==> config.mk <==
export PLATFORM = sky130hd
export DESIGN_NAME = cdb_arbiter
export DESIGN_NICKNAME = d
export VERILOG_FILES = /design/src/rtl/lc3b_types.sv /design/src/rtl/rr_priority_pick.sv /design/src/rtl/cdb_arbiter.sv
export SDC_FILE = /design/constraint.sdc
export NUM_CORES = 1
export LEC_CHECK = 0
export BUFFER_PORTS_ARGS = -buffer_cell sky130_fd_sc_hd__buf_2
export CORE_MARGIN = 2
export CORE_UTILIZATION = 30
export DETAILED_ROUTE_END_ITERATION = 10
export PLACE_DENSITY = 0.47
export SLEW_MARGIN = 10
export SYNTH_ARGS = -nofsm -noshare
export SYNTH_HDL_FRONTEND = slang
export SYNTH_SLANG_ARGS = --single-unit
export TNS_END_PERCENT = 100
==> constraint.sdc <==
create_clock -name clk -period 5.9 [get_ports clk]
set_input_delay 0.59 -clock clk [delete_from_list [all_inputs] [get_ports clk]]
set_output_delay 0.59 -clock clk [all_outputs]
set_load 0.03 [all_outputs]
==> src/rtl/lc3b_types.sv <==
// Shared LC-3b core types: reservation-station numbering and CDB arbitration constants.
package lc3b_types;

  localparam int NUM_STATIONS     = 8;
  localparam int RS_SEL_W         = $clog2(NUM_STATIONS);
  localparam int CDB_STARVE_LIMIT = 4;

  // Global station numbering: ALU stations first, then AGU, then control-flow.
  localparam int RS_ALU_FIRST = 0;
  localparam int RS_ALU_LAST  = 3;
  localparam int RS_AGU_FIRST = 4;
  localparam int RS_AGU_LAST  = 5;
  localparam int RS_CF_FIRST  = 6;
  localparam int RS_CF_LAST   = 7;

  typedef logic [RS_SEL_W-1:0] lc3b_rs_sel;

endpackage

==> src/rtl/rr_priority_pick.sv <==
// Combinational rotating priority search: first set request at or after start, wrapping.
module rr_priority_pick #(
  parameter int N = 8,
  parameter int W = $clog2(N)
) (
  input  logic [N-1:0] req,
  input  logic [W-1:0] start,
  output logic         found,
  output logic [W-1:0] idx
);

  always_comb begin
    logic [W-1:0] cand;
    found = 1'b0;
    idx   = '0;
    cand  = '0;
    // Walk from farthest to nearest so the closest hit to start wins.
    for (int k = N - 1; k >= 0; k--) begin
      cand = W'((int'(start) + k) % N);
      if (req[cand]) begin
        found = 1'b1;
        idx   = cand;
      end
    end
  end

endmodule

==> src/rtl/cdb_arbiter.sv <==
// Registered round-robin CDB arbiter: LSQ-first priority with a starvation override for stations.
module cdb_arbiter
  import lc3b_types::*;
#(
  parameter int NUM_REQ      = NUM_STATIONS,
  parameter int SEL_W        = $clog2(NUM_REQ),
  parameter int STARVE_LIMIT = CDB_STARVE_LIMIT
) (
  input  logic               clk,
  input  logic               reset,
  input  logic               flush,
  input  logic [NUM_REQ-1:0] complete,
  input  logic               lsq_req,
  output logic [SEL_W-1:0]   selection,
  output logic               sel_load,
  output logic               lsq_grant,
  output logic               starved
);

  localparam int CNT_W = $clog2(STARVE_LIMIT + 1);

  logic [SEL_W-1:0]   selection_q, selection_d;
  logic               sel_load_q, sel_load_d;
  logic               lsq_grant_q, lsq_grant_d;
  logic               starved_q, starved_d;
  logic [SEL_W-1:0]   rr_ptr_q, rr_ptr_d;
  logic [CNT_W-1:0]   starve_cnt_q, starve_cnt_d;
  logic [NUM_REQ-1:0] mask_q, mask_d;

  logic [NUM_REQ-1:0] eff_st;
  logic               eff_lsq;
  logic               st_found;
  logic [SEL_W-1:0]   st_idx;
  logic               grant_st, grant_lsq;

  // A requester is still high during its own grant cycle; keep it out of this edge.
  assign eff_st  = complete & ~mask_q;
  assign eff_lsq = lsq_req & ~lsq_grant_q;

  rr_priority_pick #(.N(NUM_REQ), .W(SEL_W)) u_pick (
    .req   (eff_st),
    .start (rr_ptr_q),
    .found (st_found),
    .idx   (st_idx)
  );

  always_comb begin
    grant_st     = st_found && (starved_q || !eff_lsq);
    grant_lsq    = eff_lsq && !grant_st;
    selection_d  = '0;
    sel_load_d   = 1'b0;
    lsq_grant_d  = 1'b0;
    mask_d       = '0;
    rr_ptr_d     = rr_ptr_q;
    starve_cnt_d = starve_cnt_q;
    if (flush) begin
      starve_cnt_d = '0;
    end else begin
      sel_load_d  = grant_st;
      lsq_grant_d = grant_lsq;
      if (grant_st) begin
        selection_d    = st_idx;
        mask_d[st_idx] = 1'b1;
        rr_ptr_d       = (st_idx == SEL_W'(NUM_REQ - 1)) ? '0 : st_idx + 1'b1;
      end
      if (grant_st || !st_found)
        starve_cnt_d = '0;
      else if (grant_lsq && starve_cnt_q != CNT_W'(STARVE_LIMIT))
        starve_cnt_d = starve_cnt_q + 1'b1;
    end
    starved_d = (starve_cnt_d == CNT_W'(STARVE_LIMIT));
  end

  always_ff @(posedge clk or posedge reset) begin
    if (reset) begin
      selection_q  <= '0;
      sel_load_q   <= 1'b0;
      lsq_grant_q  <= 1'b0;
      starved_q    <= 1'b0;
      rr_ptr_q     <= '0;
      starve_cnt_q <= '0;
      mask_q       <= '0;
    end else begin
      selection_q  <= selection_d;
      sel_load_q   <= sel_load_d;
      lsq_grant_q  <= lsq_grant_d;
      starved_q    <= starved_d;
      rr_ptr_q     <= rr_ptr_d;
      starve_cnt_q <= starve_cnt_d;
      mask_q       <= mask_d;
    end
  end

  assign selection = selection_q;
  assign sel_load  = sel_load_q;
  assign lsq_grant = lsq_grant_q;
  assign starved   = starved_q;

endmodule

==> flow_summary.ini <==
[job]
cap_viol_max_count = 0

[status]
status = completed

[timing]
hold_viol = 0
period_share_pct = 68.7
clock.fmax_ghz = 0.247
layout_setup_ws_ps = 1850
fin_crit_ps = 4050
tightest_slew_ps = 926
skew_ps = 0.534
slew_viol_final = 0
finalSetupViolations = 0
rsz0062_at_grt = no
relSlewSlack_pct = 38.3
fin_tns_setup_ps = 0

[route]
drt_wl_total_um = 4850
drt_iter0_markers = 120
drc = 0
dr_total_vias = 1596
wl_per_cell_um = 16.3
via_per_inst = 5.36
drtAntennaViolNets = 0
drt_pass1_iterations = 4

[floorplan]
num_rows = 30
die_area_mm2 = 0.00768
die_y_um = 87.7
core_area_mm2 = 0.00679
io-pin-count = 18
die_w_um = 87.7
initial_core_util_pct = 30.9

[cts]
cts_resized = 0
cts_tree = built
cts_buffers = 3
cts.reportedPaths.clkPinSlew_ps = 70
postCtsSetupBuffers = 0
cts_hold_buf = 0
clkLatencyLatePin_ps = 260
clk_path_buf_depth = 2
cts-root-buf = clkbuf_8
htreeDepth = 1
clkSinkCount = 20

[synth]
syn_nets = 209
yosys.cell_types.count = 64
synth-seq-cells = 20
synth.avg_cell_area_um2 = 11.0
synth-edff-count = 0
syn-instance-count = 191
yosysTopAreaCellShare_pct = 23.8
synth-seq-area-share_pct = 23.8
synth.area.top_cells = dfrtp_1 (24%), mux4_2 (17%), mux2i_1 (4.3%)
synth.cell_area_mm2 = 0.00210
yosysWarningCount = 0
yosys.area.top_type = dfrtp_1
synth-async-reset-ratio_pct = 100
synth_top_flop_cell = dfrtp_1

[layout]
layout-drive-gt1-share_pct = 30.7
final_cell_mix = dfrtp_1 (20), buf_2 (17), mux4_2 (16)
antenna_cells = 0
fill_cells = 699
fin_nets = 221
ff_latch_area_um2 = 500
multi_input_area_mm2 = 0.00148
layout_commonest_cell = dfrtp_1
syn2layout_area_growth_pct = 8.40

[setup_path]
required_ps = 6050
worstSetupPathType = reg -> reg
critPathLaunchType = register
arrival_ps = 4200
crit_path_max_fanout = 20
cp-end-kind = register

[place]
dp_hpwl_um = 3780
portBuffers = 17
place_ws_ps = 1820
finalWeightedCongestion = 0.833

[grt]
grt_start_max_net_pins = 21
grt_pass1_vias = 1621
antenna_found_initial = 0
grt_pass1_wl_um = 8380
grt-ovfl-total = 0
track_usage_pct = 14.0

[worst_hold_path]
hp-class = in -> async
worst max-delay path, cell delays in order, from the launching register on:
cell	delay, ps
dfrtp_1	950
inv_4	240
ha_1	330
xnor2_2	290
mux4_2	610
and2_4	210
and3_1	160
a211o_1	370
ha_1	240
ha_1	260
mux2_2	250
per-stage QoR:
stage                     instances  utilization (%)  area (um^2)  hold WS, ps
after detailed placement        294             32.7         2220          562
after floorplan                 191                -         2100          521
final                           298             33.5         2280          461
after CTS                       298             33.5         2280          486
after global routing            298             33.5         2280          545
after global placement          294             32.7         2220          544
kinds of logic (layout without fill, tap and decap cells):
kind of cell / after synthesis / count (layout) / synth area share (%)
muxes: 30 / 30 / 24.8
AOI/OAI and AO/OA: 38 / 38 / 14.7
adders and majority gates: 6 / 6 / 3.58
buffers and inverters: 19 / 30 / 5.72
DFF: 20 / 20 / 23.8
xor gates and xnor gates: 3 / 3 / 2.32
and+or+nand+nor: 75 / 75 / 25.0
cells in the mapped netlist, types with 3 or more instances:
| master | count |
|---|---|
| dfrtp_1 | 20 |
| mux4_2 | 16 |
| nand2b_1 | 10 |
| mux2i_1 | 9 |
| nand2_1 | 9 |
| nor2b_1 | 9 |
| inv_1 | 7 |
| nor2_1 | 7 |
| ha_1 | 6 |
| and2_1 | 5 |
| o21ai_0 | 5 |
| a21oi_1 | 4 |
| buf_6 | 4 |
| nor3_1 | 4 |
| nor4b_2 | 4 |
| o221ai_1 | 4 |
| and4bb_1 | 3 |
| mux2_2 | 3 |
| nand3_1 | 3 |
| o22ai_1 | 3 |
final timing paths:
kind                                 start         endpoint  slack, ps  cells past startpoint
hold / removal                       reset      rr_ptr_q[1]        460                      2
min in group clk                     flush        lsq_grant        560                      2
setup reg to reg               rr_ptr_q[0]      rr_ptr_q[2]       1850                     10
setup / recovery               rr_ptr_q[0]      rr_ptr_q[2]       1850                     10
max in group asynchronous            reset        mask_q[0]       4960                      2
hold reg to reg            starve_cnt_q[1]  starve_cnt_q[1]        570                      2
area by class of cell:
type | count | share of cell area (%)
Tap cell | 96 | 5.28
Multi-Input combinational cell | 152 | 65.0
Inverter | 9 | 1.59
Timing Repair Buffer | 17 | 3.74
Clock buffer | 4 | 2.42
Sequential cell | 20 | 22.0
state kept, by name, indices dropped and copies added, names as in the netlist:
| name | cells |
|---|---|
| sel_load | 1 |
| starved | 1 |
| starve_cnt_q | 3 |
| lsq_grant | 1 |
| rr_ptr_q | 3 |
| selection | 3 |
| mask_q | 8 |
metal layers:
layer | routed length [um] | part of all wire [%] | GRT usage, % | vias up
met1 | 2300 | 47 | 19.9 | 807
met2 | 2390 | 49 | 22.9 | 23
met5 | 0 | 0 | 0 | -
li1 | - | - | - | 761
met4 | 62 | 1.3 | 4.20 | 0
met3 | 104 | 2.1 | 1.04 | 5
Power is left out: the tool's default activity adds up to more than one toggle a clock period on the data nets, which glitch-free logic cannot reach.
